File: src/rtl/signal_compressor.sv
// signal_compressor
// Receive-side inverse of a pulse expander. Each high pulse on sig_in is
// measured, the extend_len cycles appended by the transmitter are removed, and
// a pulse of the original width is re-emitted on sig_out. Overlong pulses
// saturate the counter (ovf_err). Pulses no longer than the extension are
// flagged (short_err). Rising edges that arrive while a pulse is still being
// emitted are dropped (drop_err).
// PULSE_CNT_WIDTH must be strictly greater than MAX_EXTEND_LEN_WIDTH so the
// latched extension can be zero-extended into counter width.
module signal_compressor #(
  parameter int MAX_EXTEND_LEN_WIDTH = 5,
  parameter int PULSE_CNT_WIDTH      = 16
) (
  input  logic                            clk,
  input  logic                            rst_n,
  input  logic [MAX_EXTEND_LEN_WIDTH-1:0] extend_len,
  input  logic                            sig_in,
  output logic                            sig_out,
  output logic                            busy,
  output logic                            short_err,
  output logic                            ovf_err,
  output logic                            drop_err
);

  localparam logic [1:0] ST_IDLE    = 2'd0;
  localparam logic [1:0] ST_MEASURE = 2'd1;
  localparam logic [1:0] ST_EMIT    = 2'd2;

  localparam logic [PULSE_CNT_WIDTH-1:0] CNT_MAX  = {PULSE_CNT_WIDTH{1'b1}};
  localparam logic [PULSE_CNT_WIDTH-1:0] CNT_ZERO = {PULSE_CNT_WIDTH{1'b0}};
  localparam logic [PULSE_CNT_WIDTH-1:0] CNT_ONE  = {{(PULSE_CNT_WIDTH-1){1'b0}}, 1'b1};

  logic [1:0]                       state_r,     state_nxt_s;
  logic                             prev_sig_r;
  logic [PULSE_CNT_WIDTH-1:0]       cnt_r,       cnt_nxt_s;
  logic [PULSE_CNT_WIDTH-1:0]       out_cnt_r,   out_cnt_nxt_s;
  logic [MAX_EXTEND_LEN_WIDTH-1:0]  ext_lat_r,   ext_lat_nxt_s;
  logic                             ovf_flag_r,  ovf_flag_nxt_s;
  logic                             sig_out_r,   sig_out_nxt_s;
  logic                             busy_r,      busy_nxt_s;
  logic                             short_err_r, short_err_nxt_s;
  logic                             ovf_err_r,   ovf_err_nxt_s;
  logic                             drop_err_r,  drop_err_nxt_s;
  logic                             rise_s;
  logic [PULSE_CNT_WIDTH-1:0]       ext_wide_s;

  assign rise_s     = sig_in & ~prev_sig_r;
  assign ext_wide_s = {{(PULSE_CNT_WIDTH-MAX_EXTEND_LEN_WIDTH){1'b0}}, ext_lat_r};

  // Next-state and next-output computation for the IDLE/MEASURE/EMIT FSM.
  always_comb begin
    state_nxt_s     = state_r;
    cnt_nxt_s       = cnt_r;
    out_cnt_nxt_s   = out_cnt_r;
    ext_lat_nxt_s   = ext_lat_r;
    ovf_flag_nxt_s  = ovf_flag_r;
    sig_out_nxt_s   = sig_out_r;
    short_err_nxt_s = 1'b0;
    ovf_err_nxt_s   = 1'b0;
    drop_err_nxt_s  = 1'b0;
    case (state_r)
      ST_IDLE: begin
        // Only a true rising edge starts a measurement; a level already high is ignored.
        if (rise_s) begin
          state_nxt_s    = ST_MEASURE;
          cnt_nxt_s      = CNT_ONE;
          ext_lat_nxt_s  = extend_len;
          ovf_flag_nxt_s = 1'b0;
        end else begin
          state_nxt_s    = ST_IDLE;
        end
      end
      ST_MEASURE: begin
        if (sig_in) begin
          if (cnt_r == CNT_MAX) begin
            ovf_flag_nxt_s = 1'b1;
          end else begin
            cnt_nxt_s = cnt_r + CNT_ONE;
          end
        end else begin
          ovf_err_nxt_s = ovf_flag_r;
          // The compare guards the subtraction, so it can never underflow.
          if (cnt_r > ext_wide_s) begin
            out_cnt_nxt_s = cnt_r - ext_wide_s;
            sig_out_nxt_s = 1'b1;
            state_nxt_s   = ST_EMIT;
          end else begin
            short_err_nxt_s = 1'b1;
            state_nxt_s     = ST_IDLE;
          end
        end
      end
      ST_EMIT: begin
        drop_err_nxt_s = rise_s;
        if (out_cnt_r <= CNT_ONE) begin
          sig_out_nxt_s = 1'b0;
          out_cnt_nxt_s = CNT_ZERO;
          state_nxt_s   = ST_IDLE;
        end else begin
          out_cnt_nxt_s = out_cnt_r - CNT_ONE;
        end
      end
      default: begin
        state_nxt_s   = ST_IDLE;
        sig_out_nxt_s = 1'b0;
      end
    endcase
    busy_nxt_s = (state_nxt_s != ST_IDLE);
  end

  // State, counters and registered outputs; async reset aborts any pulse at once.
  always_ff @(posedge clk or negedge rst_n) begin
    if (!rst_n) begin
      state_r     <= ST_IDLE;
      prev_sig_r  <= 1'b0;
      cnt_r       <= CNT_ZERO;
      out_cnt_r   <= CNT_ZERO;
      ext_lat_r   <= {MAX_EXTEND_LEN_WIDTH{1'b0}};
      ovf_flag_r  <= 1'b0;
      sig_out_r   <= 1'b0;
      busy_r      <= 1'b0;
      short_err_r <= 1'b0;
      ovf_err_r   <= 1'b0;
      drop_err_r  <= 1'b0;
    end else begin
      state_r     <= state_nxt_s;
      prev_sig_r  <= sig_in;
      cnt_r       <= cnt_nxt_s;
      out_cnt_r   <= out_cnt_nxt_s;
      ext_lat_r   <= ext_lat_nxt_s;
      ovf_flag_r  <= ovf_flag_nxt_s;
      sig_out_r   <= sig_out_nxt_s;
      busy_r      <= busy_nxt_s;
      short_err_r <= short_err_nxt_s;
      ovf_err_r   <= ovf_err_nxt_s;
      drop_err_r  <= drop_err_nxt_s;
    end
  end

  assign sig_out   = sig_out_r;
  assign busy      = busy_r;
  assign short_err = short_err_r;
  assign ovf_err   = ovf_err_r;
  assign drop_err  = drop_err_r;

endmodule

File: config.mk
export PLATFORM = sky130hd
export DESIGN_NAME = signal_compressor
export DESIGN_NICKNAME = d
export VERILOG_FILES = /design/src/rtl/signal_compressor.sv
export SDC_FILE = /design/constraint.sdc
export NUM_CORES = 1
export LEC_CHECK = 0
export BUFFER_PORTS_ARGS = -buffer_cell sky130_fd_sc_hd__buf_2
export CAP_MARGIN = 30
export CORE_MARGIN = 2
export CORE_UTILIZATION = 43
export CTS_CLUSTER_DIAMETER = 30
export DETAILED_ROUTE_END_ITERATION = 16
export PLACE_DENSITY = 0.56
export SYNTH_ARGS = -nofsm -noshare
export SYNTH_HDL_FRONTEND = slang
export SYNTH_SLANG_ARGS = --single-unit
File: constraint.sdc
create_clock -name clk -period 2.63 [get_ports clk]
set_clock_uncertainty 0.05 [all_clocks]
set_input_delay 0.526 -clock clk [delete_from_list [all_inputs] [get_ports clk]]
set_output_delay 0.526 -clock clk [all_outputs]
set_load 0.005 [all_outputs]
Word-level counts from Yosys, hierarchy flattened
Index checks and enable logic that the tools add are counted.

Register bits after elaboration: 46. Latch bits: 0. Memory bits (writable): 0. ROM bits: 0. Input port bits: 8. Output and inout port bits: 5. Memories kept: 0.

$add $sub $neg: 3. Multiply operators: 0. Div/mod/pow operators: 0. Order comparisons: 2. Equal/unequal tests: 10. Shift-type cells: 0. Multiplexer cells: 27. Bitwise operators: 3. Reduce and logical (&&, ||, !) cells: 9.

Operator list (number): 2-to-1 mux 16 bit (6); case mux 16 bit (2 select lines) (2); adder 16 x 1 -> 16 bit, second input constant (1); equality test 16 bit, second input constant (1); > comparator 16 x 5 -> 1 bit (1); less-or-equal comparator 16 x 1 -> 1 bit, second input constant (1); subtractor 16 x 1 -> 16 bit, second input constant (1); subtractor 16 x 5 -> 16 bit (1); inequality test 2 bit, second input constant (7); 2-to-1 mux 1 bit (13); AND reduction 4 bit (3); 2-to-1 mux 2 bit (3); case mux 2 bit (3 select lines) (1); nonzero test 2 bit (3); case mux 1 bit (3 select lines) (1); AND reduction 3 bit (1); equality test 2 x 1 -> 1 bit, second input constant (1); equality test 2 bit, second input constant (1); zero test 2 bit (1); NOT 1 bit (2); case mux 1 bit (2 select lines) (1); AND reduction 2 bit (1); bitwise AND 1 bit (1).

Longest topological paths before layout
Depth after elaboration: 5. Gate-level depth with buffers: 10.

Worst setup path before layout
OpenSTA, ideal clock, no wires.

Kind: reg2reg. From: register cnt_r[0]. To: register out_cnt_r[8]. Library setup time: 0.126 ns. Arrival time: 2.132 ns. Data required time: 2.454 ns. Setup slack: 0.322 ns. Stages on the path, launching flop included: 9. Path buffers: 0. Period minus slack after synthesis: 2.308 ns. Cell sequence: dfrtp_1 -> inv_1 -> ha_1 -> fa_1 -> nand2b_1 -> a21oi_1 -> o21ai_0 -> a31o_2 -> a311o_1.

Longest elaborated chain between the ends: 4. Elaborated cells on any way between the ends: 7.

RTL lines: start: declaration (line 35) `logic [PULSE_CNT_WIDTH-1:0] cnt_r, cnt_nxt_s;`; start signal: assignment (line 128) `cnt_r <= cnt_nxt_s;`; subtractor 16 x 5 -> 16 bit (line 84) `out_cnt_nxt_s = cnt_r - ext_wide_s;`; 2-to-1 mux 16 bit (line 83) `if (cnt_r > ext_wide_s) begin`; 2-to-1 mux 16 bit (line 74) `if (sig_in) begin`; case mux 16 bit (2 select lines) (line 61) `case (state_r)`; end signal: assignment (line 129) `out_cnt_r <= out_cnt_nxt_s;`; end: declaration (line 36) `logic [PULSE_CNT_WIDTH-1:0] out_cnt_r, out_cnt_nxt_s;`.

Parallel ways exist; a longest one is shown, timed or not. The select of a mux whose other input is x is not followed. A chain may end at the register's enable or synchronous reset.

Worst setup path after layout
From: register cnt_r[0]. To: register out_cnt_r[3].

The elaborated chain is that of the path after synthesis.

==> results by group <==
Power
  – Worst vdd ir: 0.523 mV
  – Cell Pwr Density: 1000 nW/µm²
  – Static leakage: 1.36 nW

Synth
  – Largest family of logic cells by synthesized area: simple AND/OR/NAND/NOR gates
  – XOR/XNOR share of the synthesized area: 6.54%
  – Mean cell area of the mapped netlist: 8.95 µm²
  – Post-synthesis compound-gate area fraction: 18.0%
  – Synth cell types: 54
  – Adder-Cell Fraction of Synth Area: 4.27%
  – Syn nets: 331
  – Dominant cells by area after synthesis: dfrtp_1 41%, nor2_1 4.8%, xnor2_1 4.7%, a21oi_1 3.9%, ha_1 3.6%
  – Seq/Total Area, Yosys: 41.0%
  – Mux share of post-synthesis cell area: 0.401%
  – Async S/R FF share, synth: 100%
  – Synth Area in Simple Gates: 25.2%
  – FF+latch count, synth: 46
  – EDFF count, synth: 0
  – Synth Instances: 314
  – Count leader, synth: dfrtp_1
  – Post-synth top cells: 46 x dfrtp_1, 36 x nor2_1, 23 x nand2_1, 22 x a21oi_1, 19 x o21ai_0
  – Post-Syn Area: 2810 µm²
  – Most common flop cell mapped by yosys: dfrtp_1
  – Synth warnings: 0
  – Synth area leader: dfrtp_1
  – Post-synth top area share: 41.0%

Worst setup path
  – Critical path class: flop to flop
  – Data arrival, critical path: 2580 ps
  – Critical Path Start Type: flop
  – Worst EP required: 2750 ps
  – Critical R2R Capture: out_cnt_r[3]
  – Reg2reg setup slack: 170 ps
  – Worst-path fanout max: 10
  – R2R cell count: 10
  – Reg2Reg Launch Point: cnt_r[0]
  – CP Capture Type: flop

Route
  – WL met3: 179 µm
  – DR top layer: met4
  – Post-Route M1 WL: 3170 µm
  – DRT Pass-1 Iters: 4
  – Total number of vias: 2,315
  – Remaining antenna violation count: 0
  – Iter 0 DRT Violations: 119
  – Drt total wl: 6310 µm
  – DRC Markers: 0
  – Wire length on met2: 2910 µm
  – WL/cell: 15.3 µm
  – Vias/cell: 5.62

Status
  – Status: complete, no violations

Clocking
  – TritonCTS Buffers: 5
  – H-tree levels: 2
  – Worst-path clk slew: 90 ps
  – Clock root buffer: clkbuf_8
  – Max Buffers Root-to-Sink: 2
  – CTS Hold Buffers Added: 0
  – TritonCTS clock tree: built
  – CTS sink cnt: 46
  – Clk_lat worst skew: 300 ps

Global routing
  – Antenna violations before repair: 0
  – Largest net degree at the start of global routing: 47
  – Global Route Usage Sum: 19.3%
  – Vias in the first global route: 2,310
  – Overflow after GRT: 0
  – Global-route wire length before repair: 11,200 µm

Timing
  – Achievable frequency: 407 MHz
  – Worst slew pin tran: 516 ps
  – Slew HR: 65.6%
  – Period utilisation layout: 93.5%
  – Min Tclk post-route: 2460 ps
  – Final Max Slew Viols: 0
  – # setup viols final: 0
  – Setup tns final: 0 ps
  – Hold Fails Final Rpt: 0
  – RSZ-0062 raised after global routing: no

Floorplanning
  – Die Y: 84.8 µm
  – Total core area: 6350 µm²
  – I/O pin count: 13
  – Row cnt: 29
  – Die W: 84.8 µm
  – Initial Util: 44.3%
  – Die area: 7200 µm²

Layout
  – Filler instances: 603
  – Fin cells: 412
  – Ant diodes: 0
  – Multi-input logic area: 1540 µm²
  – Nets: 351
  – Area Growth Syn to Fin: 10.5%
  – Layout cells sized above 1: 14.9%
  – FF+latch area: 1150 µm²

Placed design
  – Placed insts: 404
  – Hpwl dp: 4660 µm
  – Routability cong.: 0.781
  – IO buf count: 12

Worst hold path
  – Worst hold path class: input pin to asynchronous set/reset pin

Job
  – Max cap viols: 0
## flip-flops by register name (all words and copies together) (netlist names), 2 cells and up
register	flops
out_cnt_r	16
state_r	2
cnt_r	16
ext_lat_r	5
## where the power goes
part / leakage, nW / switching, mW / total (mW) / internal [mW]
Clock: 0.0452 / 0.244 / 0.432 / 0.188
Combinational: 0.726 / 0.883 / 1.54 / 0.654
Sequential: 0.591 / 0.224 / 1.15 / 0.921
Total: 1.36 / 1.35 / 3.11 / 1.76
## cell families (layout without fill, tap and decap cells)
logic type | count (synthesis) | after routing
muxes | 1 | 1
adders and majority gates | 9 | 9
buffers and inverters | 28 | 49
xor gates and xnor gates | 21 | 21
DFF | 46 | 46
and+or+nand+nor | 131 | 131
AOI/OAI and AO/OA | 78 | 78
## critical path: stages, from the launching register on
cell      delay (ps)
dfrtp_1          400
inv_1             80
ha_1             220
fa_1             390
nand2b_1         190
a21oi_2          200
o21a_1           190
o21ai_4          100
buf_4            180
o21ai_0          190
o221ai_1         130
## cell type report
cell class              count  share of cell area, %
multi-input cells         240                   49.5
repair buffers             26                   5.72
flip-flops and latches     46                   37.1
clock inverters             2                  0.443
well taps                  77                   3.10
inverters                  15                   1.81
clock buffers               6                   2.34
## what timing repair did
| action | CTS | global route |
|---|---|---|
| gates resized for setup | 0 | 2 |
| buffers inserted | 0 | 0 |
| endpoints found under the setup margin | 0 | 9 |
## worst max path at each step
stage | endpoint | from
global route | out_cnt_r[3] | cnt_r[0]
floorplan | out_cnt_r[8] | cnt_r[0]
CTS | out_cnt_r[8] | cnt_r[0]
detailed placement | out_cnt_r[8] | cnt_r[0]
finish | out_cnt_r[3] | cnt_r[0]
global placement | out_cnt_r[8] | cnt_r[0]
## cells in the final DEF, fill, tap and decap left out, drive strengths merged, types with 2 or more instances in the layout
cell type	n
or2	2
or3	11
nor3	10
a21oi	23
and3	4
or4	4
inv	15
dfrtp	46
xor2	6
nand2	23
nand3	14
nor4	8
ha	8
buf	26
nor2	36
o211ai	3
nor2b	3
and4	2
xnor2	15
nand2b	9
o21ai	27
a221o	2
o31ai	5
clkinv	2
o221ai	6
a31oi	2
a31o	2
clkbuf	6
## per-layer routing
layer | vias to the layer above | GRT usage [%]
met3 | 6 | 3.60
met5 | - | 0
li1 | 1165 | -
met1 | 1108 | 28.4
met4 | 0 | 3.61
met2 | 36 | 30.3
## metrics by stage
| stage | hold slack [ps] | worst slack (ps) | util [%] | area [µm²] | power, mW |
|---|---|---|---|---|---|
| 2_1_floorplan | 180 | 322 | - | 2810 | 2.29 |
| 3_3_place_gp | 429 | 187 | 47.5 | 3020 | 2.68 |
| 3_5_place_dp | 444 | 109 | 47.5 | 3020 | 2.68 |
| 4_1_cts | 148 | 101 | 48.8 | 3100 | 3.13 |
| 5_1_grt | 155 | 5.05 | 48.9 | 3110 | 3.40 |
| 6_report | 133 | 171 | 48.9 | 3110 | 3.11 |
No activity file was read; power rests on OpenSTA's default activity.
